`src/rtl/uart_rx_buffer.sv`:
```
// Receive-side FWFT buffer: captures a word on each rising edge of rx_done, with backpressure and overrun flag.
// Optional: define UART_RX_OVERRUN_CNT_EN to add the saturating 8-bit overrun_count output.
module uart_rx_buffer #(
  parameter int DATA_WIDTH = 8,
  parameter int DEPTH      = 4
) (
  input  logic                       clock,
  input  logic                       reset,
  input  logic [DATA_WIDTH-1:0]      r_input,
  input  logic                       rx_done,
  input  logic                       rd_en,
  input  logic                       clr_overrun,
  output logic [DATA_WIDTH-1:0]      r_out,
  output logic                       rx_data_ready,
  output logic                       rx_empty,
  output logic                       rx_full,
  output logic [$clog2(DEPTH):0]     rx_count,
`ifdef UART_RX_OVERRUN_CNT_EN
  output logic [7:0]                 overrun_count,
`endif
  output logic                       rx_overrun
);

  localparam int AW = $clog2(DEPTH);
  localparam int CW = AW + 1;
  localparam logic [CW-1:0] FULL_CNT = CW'(DEPTH);

  logic                  rx_done_q;
  logic [AW-1:0]         wr_ptr_q, wr_ptr_d;
  logic [AW-1:0]         rd_ptr_q, rd_ptr_d;
  logic [CW-1:0]         count_q, count_d;
  logic                  overrun_q, overrun_d;
  logic [DATA_WIDTH-1:0] mem_q [DEPTH];

  logic capture, full, empty, pop, push, drop;

  assign capture = rx_done & ~rx_done_q;
  assign full    = (count_q == FULL_CNT);
  assign empty   = (count_q == '0);
  assign pop     = rd_en & ~empty;
  // A full FIFO still accepts a word when the head leaves on the same edge.
  assign push    = capture & (~full | pop);
  assign drop    = capture & full & ~pop;

  always_comb begin
    // NOTE: every always_comb output gets a default first so no path leaves it unassigned (no latch).
    wr_ptr_d  = wr_ptr_q;
    rd_ptr_d  = rd_ptr_q;
    count_d   = count_q;
    overrun_d = overrun_q;
    if (push) wr_ptr_d = wr_ptr_q + AW'(1);
    if (pop)  rd_ptr_d = rd_ptr_q + AW'(1);
    if (push && !pop)      count_d = count_q + CW'(1);
    else if (pop && !push) count_d = count_q - CW'(1);
    if (drop)             overrun_d = 1'b1;
    else if (clr_overrun) overrun_d = 1'b0;
  end

  // NOTE: sequential state uses non-blocking assignments so all registers update together on the edge.
  always_ff @(posedge clock) begin
    if (!reset) begin
      rx_done_q <= 1'b0;
      wr_ptr_q  <= '0;
      rd_ptr_q  <= '0;
      count_q   <= '0;
      overrun_q <= 1'b0;
    end else begin
      rx_done_q <= rx_done;
      wr_ptr_q  <= wr_ptr_d;
      rd_ptr_q  <= rd_ptr_d;
      count_q   <= count_d;
      overrun_q <= overrun_d;
    end
  end

  // NOTE: storage is deliberately not reset; count_q gates every read, so stale contents are never seen.
  always_ff @(posedge clock) begin
    if (reset && push) mem_q[wr_ptr_q] <= r_input;
  end

`ifdef UART_RX_OVERRUN_CNT_EN
  logic [7:0] ovr_cnt_q, ovr_cnt_d;

  always_comb begin
    ovr_cnt_d = ovr_cnt_q;
    if (drop) begin
      if (clr_overrun)              ovr_cnt_d = 8'd1;
      else if (ovr_cnt_q != 8'hFF)  ovr_cnt_d = ovr_cnt_q + 8'd1;
    end else if (clr_overrun) begin
      ovr_cnt_d = 8'd0;
    end
  end

  always_ff @(posedge clock) begin
    if (!reset) ovr_cnt_q <= 8'd0;
    else        ovr_cnt_q <= ovr_cnt_d;
  end

  assign overrun_count = ovr_cnt_q;
`endif

  assign r_out         = empty ? '0 : mem_q[rd_ptr_q];
  assign rx_data_ready = ~empty;
  assign rx_empty      = empty;
  assign rx_full       = full;
  assign rx_count      = count_q;
  assign rx_overrun    = overrun_q;

endmodule

```
`config.mk`:
```
export PLATFORM = sky130hd
export DESIGN_NAME = uart_rx_buffer
export DESIGN_NICKNAME = d
export VERILOG_FILES = /design/src/rtl/uart_rx_buffer.sv
export SDC_FILE = /design/constraint.sdc
export NUM_CORES = 1
export LEC_CHECK = 0
export CAP_MARGIN = 20
export CELL_PAD_IN_SITES_DETAIL_PLACEMENT = 1
export CELL_PAD_IN_SITES_GLOBAL_PLACEMENT = 1
export CORE_MARGIN = 3
export CORE_UTILIZATION = 40
export CTS_CLUSTER_SIZE = 20
export DETAILED_ROUTE_END_ITERATION = 8
export GPL_ROUTABILITY_DRIVEN = 0
export PLACE_DENSITY_LB_ADDON = 0.1
export SLEW_MARGIN = 20
export SYNTH_ARGS = -nofsm -noshare
export SYNTH_HDL_FRONTEND = slang
export SYNTH_SLANG_ARGS = --single-unit
```
`constraint.sdc`:
```
create_clock -name clock -period 2.25 [get_ports clock]
set_input_delay 0.45 -clock clock [delete_from_list [all_inputs] [get_ports clock]]
set_output_delay 0.45 -clock clock [all_outputs]
set_load 0.1 [all_outputs]
```
==> results of run 1 <==
[worst max-delay path, cell delays in order (launching register included)]
cell and delay [ps]:
dfxtp_2 390, buf_4 170, mux4_2 510, nor2b_4 150, buf_12 170
[logic make-up (layout without fill, tap and decap cells)]
group           after synthesis  count (layout)  synth area share
buf+inv                       8              51            0.0216
mux                          11              11             0.119
xor+xnor                      3               3            0.0146
simple gates                 30              30             0.118
fa+ha+maj                     6               6            0.0459
compound gates                6               6            0.0250
flops                        43              43             0.656
[cell type report]
cell class | instances | area (µm²)
Tap cell | 50 | 62.6
Multi-Input combinational cell | 56 | 656
Inverter | 4 | 15.0
Clock buffer | 6 | 72.6
Fill cell | 391 | 1690
Timing Repair Buffer | 39 | 475
Clock inverter | 2 | 12.5
Sequential cell | 43 | 1190
[synthesized netlist by cell type (2+ instances only)]
cell,n,area share
a21boi_1,2,0.0083
nand2_1,5,0.010
edfxtp_1,32,0.53
inv_1,4,0.0083
xnor2_1,2,0.0097
mux2i_1,3,0.017
mux4_2,7,0.088
and2_1,4,0.014
clkbuf_1,2,0.0042
nor2b_1,9,0.031
or3_1,2,0.0070
ha_1,5,0.035
and3_1,4,0.014
o21ai_0,2,0.0056
dfxtp_1,11,0.12
[routing by layer]
metal	wire length, µm	share of wire	vias up	global-route usage
met5	0	0	-	0
met4	75	0.022	0	0.0738
met3	133	0.039	7	0.0386
met2	1890	0.55	20	0.257
met1	1340	0.39	508	0.168
li1	-	-	486	-
[final timing paths]
path	to	startpoint	slack, ps	cells past startpoint
setup / recovery	r_out[7]	flip-flop	120	4
setup reg to reg	rx_count[2]	rx_count[2]	260	8
hold reg to reg	rx_overrun	rx_overrun	480	2
hold / removal	rx_overrun	rx_overrun	480	2
[through the flow]
stage | hold WS, ps | setup TNS, ps | utilization
finish | 485 | 0 | 0.596
floorplan | 456 | 0 | -
detailed placement | 480 | -667 | 0.575
global route | 520 | 0 | 0.596
CTS | 496 | 0 | 0.595
global placement | 455 | -959 | 0.575
[sequential cells by signal, indices dropped and copies added, names as in the netlist, named ones only]
| name | flops |
|---|---|
| rx_count | 3 |
| rx_overrun | 1 |
| mem_q | 32 |
| rx_done_q | 1 |
| rd_ptr_q | 2 |
| wr_ptr_q | 2 |
==> key figures, run 1 <==
Status
  – Status: complete, no violations

Final layout
  – Share of cells above drive strength 1: 0.400
  – Final Net Count: 168
  – Final instance area: 0.00249 mm²
  – Commonest non-fill, non-tap cells in the layout: 32 x edfxtp_1, 15 x buf_4, 12 x buf_12, 11 x clkdlybuf4s50_1, 8 x nor2b_4
  – ANT cells: 0
  – Commonest non-fill, non-tap cell in the layout: edfxtp_1
  – Non-Filler Instances: 200
  – Layout area overhead: 38.2%

Drt
  – Starting DRT DRC Count: 70
  – DR vias/cell: 5.11
  – DR DRC count: 0
  – Final ANT Viol Nets: 0
  – Routed wire length: 3440 µm
  – Vias: 1,021
  – DRT Pass-1 Iters: 4
  – DR WL/cell: 17.2 µm

Die
  – Die ar.: 0.00534 mm²
  – Rows: 23
  – Die Y: 73.1 µm
  – Core Area: 0.00417 mm²
  – Starting Density: 0.431
  – IO Count: 28
  – Die W: 73.1 µm

Synth
  – Synth Register Bits: 43
  – Syn Inst Count: 107
  – Mapped Area: 0.00180 mm²
  – Count of different cell masters after synthesis: 28
  – Async set-reset flop share out of synthesis: 0
  – Ys Warns: 0
  – Primary FF master, synth: edfxtp_1
  – Synthesized area per cell: 16.8 µm²
  – Post-Syn Nets: 126
  – Number of synthesized flops with an enable pin: 32
  – Part of the Yosys area used for sequential elements: 0.656

Clock network
  – Htree depth: 2
  – Post-CTS resize count: 0
  – Clk buf depth: 2
  – Postcts setup bufs: 0
  – Number of CTS-inserted buffers: 5
  – Sink Count: 43
  – Clk_lat worst skew: 300 ps
  – Hold Buf Count CTS: 0
  – CTS tree: yes
  – Reg clk slew, reported paths: roughly 80 ps
  – Root Buffer: clkbuf_8

Timing
  – Fmax: 0.469 GHz
  – Period utilization: 0.948
  – Setup slack after layout: 116 ps
  – Fin. Hold Viols: 0
  – Final Skew: 5.08 ps
  – RSZ-0062 raised after global routing: false
  – Slew Viols, Final: 0
  – Slew at the pin with the worst max-slew slack: 437 ps
  – Post-layout min period: 2130 ps
  – Endpoints failing setup: 0
  – Rel. slew slack: 0.708

Global routing
  – Initial antenna violation count: 0
  – First-pass GRT wire length: 5680 µm
  – GRT overflow: 0
  – Largest net degree at the start of global routing: 14
  – Number of global-route vias before repair: 1,118
  – Total GRT Usage: 0.149

Critical path
  – Setup crit end kind: output pin
  – CP required: 1800 ps
  – Crit Path Max Fanout: 4
  – Worst EP arrival: 1680 ps
  – Critical Path Source Type: flip-flop
  – CP Class: reg2out

Placement
  – Detailed placer's ending HPWL: 2580 µm
  – Cell Area, Placed: between 0.002 and 0.0025 mm²
  – Placed Cells: 192
  – DP Worst Slack: -309 ps
  – Input/output buffers: 27

Job
  – Max-Cap Viols: 0

Hold path
  – Hold Crit Class: reg2reg
Power of run 1 is left out: the tool's default activity adds up to more than one toggle a clock period on the data nets, which glitch-free logic cannot reach.
==> run 2, diff against run 1 <==
CORE_UTILIZATION = 31   (was 40)
SETUP_SLACK_MARGIN = 0.1   (was unset)
==> run 2 against run 1 <==
- register-to-register slack worse by 40 ps
- clock skew increased by 0.97 ps
- sequential share of layout area is 0.96 points lower
- routed wire length up 1.9%
- global-route usage shrank 3.1 points
- flip-flop and latch count is the same
==> key figures, run 2 (same netlist as run 1, synthesis figures left out) <==
Drt
  – DR vias/cell: 4.57 (was 5.11)
  – DRT Pass-1 Iters: 4 (unchanged)
  – Routed wire length: 3500 µm (was 3440 µm)
  – Final ANT Viol Nets: 0 (unchanged)
  – Starting DRT DRC Count: 53 (was 70)
  – DR DRC count: 0 (unchanged)
  – DR WL/cell: 15.6 µm (was 17.2 µm)
  – Vias: 1,029 (was 1,021)

Critical path
  – Slowest stage delay, CP: 500 ps (was 510 ps)
  – Worst EP arrival: 1610 ps (was 1680 ps)
  – Critical Path Source Type: flip-flop (unchanged)
  – Crit Path Max Fanout: 4 (unchanged)
  – Slowest stage cell, crit path: mux4_2 (unchanged)
  – R2R depth: 8 (unchanged)
  – Reg-to-Reg End: rx_count[2] (unchanged)
  – Setup crit end kind: output pin (unchanged)
  – CP required: 1800 ps (about the same)
  – CP Class: reg2out (unchanged)
  – CP Cell Sequence: buf_6 > mux4_2 > nor2b_4 > buf_12 (was buf_4 > mux4_2 > nor2b_4 > buf_12)
  – R2R Setup Slk: 220 ps (was 260 ps)
  – Origin of the critical flop-to-flop path: rx_count[2] (unchanged)

Placement
  – Detailed placer's ending HPWL: 2640 µm (was 2580 µm)
  – Input/output buffers: 27 (unchanged)
  – DP Worst Slack: -344 ps (was -309 ps)
  – Placed Cells: 212 (was 192)

Status
  – Status: complete, no violations (unchanged)

Timing
  – Final Skew: 6.05 ps (was 5.08 ps)
  – Rel. slew slack: 0.686 (was 0.708)
  – Fin. Hold Viols: 0 (unchanged)
  – Post-layout min period: 2060 ps (was 2130 ps)
  – Endpoints failing setup: 0 (unchanged)
  – Slew at the pin with the worst max-slew slack: 470 ps (was 437 ps)
  – Slew Viols, Final: 0 (unchanged)
  – RSZ-0062 raised after global routing: false (unchanged)
  – Setup slack after layout: 187 ps (was 116 ps)
  – Period utilization: 0.917 (was 0.948)
  – Fmax: 0.485 GHz (was 0.469 GHz)

Clock network
  – Number of CTS-inserted buffers: 5 (unchanged)
  – Htree depth: 2 (unchanged)
  – CTS tree: yes (unchanged)
  – Root Buffer: clkbuf_8 (unchanged)
  – Clk_lat worst skew: 290 ps (was 300 ps)
  – Sink Count: 43 (unchanged)
  – Clk buf depth: 2 (unchanged)
  – Reg clk slew, reported paths: 80 ps (about the same)

Global routing
  – First-pass GRT wire length: 5750 µm (was 5680 µm)
  – Number of global-route vias before repair: 1,105 (was 1,118)
  – GRT overflow: 0 (unchanged)
  – Initial antenna violation count: 0 (unchanged)
  – Largest net degree at the start of global routing: 13 (was 14)
  – Total GRT Usage: 0.118 (was 0.149)

Final layout
  – Commonest non-fill, non-tap cells in the layout: 32 x edfxtp_1, 17 x buf_4, 12 x buf_12, 10 x clkdlybuf4s50_1, 8 x nor2b_4 (was 32 x edfxtp_1, 15 x buf_4, 12 x buf_12, 11 x clkdlybuf4s50_1, 8 x nor2b_4)
  – Reg with most FFs: mem_q (unchanged)
  – Layout area overhead: 41.4% (was 38.2%)
  – Share of cells above drive strength 1: 0.405 (was 0.400)
  – ANT cells: 0 (unchanged)
  – Non-Filler Instances: 225 (was 200)
  – Commonest non-fill, non-tap cell in the layout: edfxtp_1 (unchanged)
  – Final Net Count: 171 (was 168)
  – Largest register FFs: 32 (unchanged)

Die
  – Starting Density: 0.323 (was 0.431)
  – Die ar.: 0.00675 mm² (was 0.00534 mm²)
  – Core Area: 0.00557 mm² (was 0.00417 mm²)
  – Die Y: 82.2 µm (was 73.1 µm)
  – Die W: 82.2 µm (was 73.1 µm)
  – IO Count: 28 (unchanged)
  – Rows: 27 (was 23)

Hold path
  – Worst hold stages: 2 (unchanged)
  – Hold worst-path end: rx_overrun (unchanged)
  – Worst hold start: rx_overrun (unchanged)
  – Hold Crit Class: reg2reg (unchanged)

Job
  – Max-Cap Viols: 0 (unchanged)
[run 2: worst max path at each step]
stage | slack (ps) | cells after the start | end | startpoint
after CTS | 110 | 4 | r_out[0] | rx_count[0]
after global placement | -240 | 9 | rx_count[2] | rd_en
after detailed placement | -340 | 9 | rx_count[2] | rd_en
final | 190 | 4 | r_out[7] | flip-flop
after floorplan | 10 | 8 | rx_count[2] | rx_count[1]
after global routing | 90 | 8 | rx_count[2] | rx_count[0]
[run 2: timing repair]
item | CTS | global route
endpoints found under the setup margin | 8 | 8
resized for setup | 3 | 2
setup buffers | 0 | 5
hold buffers | 0 | 0
pin swaps | 1 | 2
endpoints found under the hold margin | 0 | 0
cloned | 0 | 0
[run 2: critical path: cells and delay by family, from the launching register on]
kind,cells,cell delay [ps]
simple gates,1,150
buf+inv,2,280
mux,1,500
flops,1,390
[run 2: per-layer routing]
layer / vias up / track usage / part of all wire
met5: - / 0 / 0
met4: 0 / 0.0399 / 0.015
met3: 6 / 0.0325 / 0.049
met2: 25 / 0.207 / 0.55
met1: 512 / 0.138 / 0.39
li1: 486 / - / -
[run 2: final cells by class]
cell class	count	area (µm²)
inverters	4	15.0
fillers	561	3030
well taps	72	90.1
clock buffers	8	80.1
repair buffers	42	500
multi-input cells	56	662
flip-flops and latches	43	1200
[run 2: stage by stage]
| step | utilization | setup TNS (ps) | instance area (µm²) | hold WS (ps) |
|---|---|---|---|---|
| 2_1_floorplan | - | 0 | 1890 | 456 |
| 3_3_place_gp | 0.431 | -1940 | 2400 | 459 |
| 3_5_place_dp | 0.431 | -3600 | 2400 | 476 |
| 4_1_cts | 0.446 | 0 | 2490 | 491 |
| 5_1_grt | 0.456 | 0 | 2540 | 506 |
| 6_report | 0.456 | 0 | 2540 | 482 |
Power of run 2 is left out for the same reason.
==> RTL change, RTL diff (config.mk and constraints of run 2) <==
The parameter `DEPTH` goes from 4 to 16.
--- a/src/rtl/uart_rx_buffer.sv
+++ b/src/rtl/uart_rx_buffer.sv
@@ -3,5 +3,5 @@
 module uart_rx_buffer #(
   parameter int DATA_WIDTH = 8,
-  parameter int DEPTH      = 4
+  parameter int DEPTH      = 16
 ) (
   input  logic                       clock,
Ports: changed (resized rx_count); port bits go from 28 to 30. The function was not compared with the original's and may differ.
==> RTL change against run 2 <==
Setup slack got worse by 0.58 ns. Count of clock-buffer cells in the layout is 9 higher. Synthesized area grew to 3.3 times the old value. Critical path type unchanged. Routed wire length increased to 3.9 times the old value. Global-route usage increased by 1.8 points. Cell count grew to 3.1 times the old value. Register-to-register slack lost 0.42 ns. The flow now finishes with violations (negative setup slack). Final area rose to 3.2 times the old value. Worst hold slack better by 0.051 ns. Sequential cell count up 104.
==> RTL change: results (changes against run 2) <==
drt:
  drt-total-wl_um: 13700  # +290%
  met1_length_um: 6130  # +350%
  met3RoutedLength_um: 385  # +130%
  route.detailed.wl_per_inst_um: 19.6  # +26%
  detailedRoute.firstIterationViolations: 193  # +260%
  met2WireLength_um: 6980  # +260%
logic_synthesis:
  synth_enable_flop_cells: 128  # +300%
  synth_fp_nets: 353  # +180%
  post_synth_most_frequent_cells: "128 x sky130_fd_sc_hd__edfxtp_1, 31 x sky130_fd_sc_hd__mux4_2, 19 x sky130_fd_sc_hd__dfxtp_1, 17 x sky130_fd_sc_hd__a211oi_1, 13 x sky130_fd_sc_hd__nor3_1"
  post_synth_main_area_contributors: "sky130_fd_sc_hd__edfxtp_1 64%, sky130_fd_sc_hd__mux4_2 12%, sky130_fd_sc_hd__dfxtp_1 6.3%, sky130_fd_sc_hd__a211oi_1 2.1%, sky130_fd_sc_hd__ha_1 1.9%"
global_route:
  total_routing_resource_utilization_after_global_routing: 0.136  # +0.0181
  largest_net_degree_at_the_start_of_global_routing: 25  # +12
  use_met3: 0.0353  # +0.00275
  met2_resource_use_gr: 0.228  # +0.0210
  via_count_of_the_first_global_routing_pass: 3613  # +230%
sta:
  finalClockSkew_ns: 0.00817  # +0.00212 ns
  timing.max_slew.rel_slack: 0.576  # -0.110
  whs_ns: 0.533  # +0.0512 ns
  report.final.setup_viol: 14  # +14
  minimum_setup_slack_in_the_final_design_ns: -0.394  # -0.581 ns
worst_hold_path:
  hp-start: "wr_ptr_q[1]$_SDFFE_PN0N_"
  timing.hold.worst_endpoint: "wr_ptr_q[1]$_SDFFE_PN0N_"
cells_and_area:
  layout_nets: 448  # +160%
  drive_gt1_frac: 0.484  # +0.0788
placement:
  place_inst: 655  # +210%
  post_dp_cell_area_sq_um: 7270  # +200%
outcome:
  violations: "negative setup slack"
  run_status: "finished with violations"
critical_path:
  crit_fanout: 7  # +3
  r2r_end: "rx_count[4]$_SDFFE_PN0P_"
  arrival_ns: 2.19  # +0.58 ns
clock_network:
  tritoncts.num_buffers: 17  # +12
  clock_tree.root_cell: "sky130_fd_sc_hd__clkbuf_16"
-- RTL change: cells by family (layout without fill, tap and decap cells) --
kind of cell,count (synthesis),count (layout),synth area share
adder cells (fa/ha/maj),10,10,0.0221
flip-flops,147,147,0.704
AND/OR/NAND/NOR,63,63,0.0596
AO/OA/AOI/OAI,33,33,0.0402
XOR/XNOR,5,5,0.00730
buffers and inverters,29,137,0.0277
multiplexers,43,43,0.139
-- RTL change: layout make-up --
| class | count | area share |
|---|---|---|
| Clock buffer | 17 | 0.0519 |
| Clock inverter | 15 | 0.0191 |
| Inverter | 8 | 0.00473 |
| Multi-Input combinational cell | 154 | 0.240 |
| Sequential cell | 147 | 0.518 |
| Tap cell | 260 | 0.0397 |
| Timing Repair Buffer | 97 | 0.126 |
-- RTL change: where the power goes --
part	total [mW]	switching, mW	leakage (nW)	internal [mW]
logic	4.32	2.39	1.09	1.93
registers	3.16	0.0881	1.31	3.07
clock network	2.77	1.13	0.272	1.64
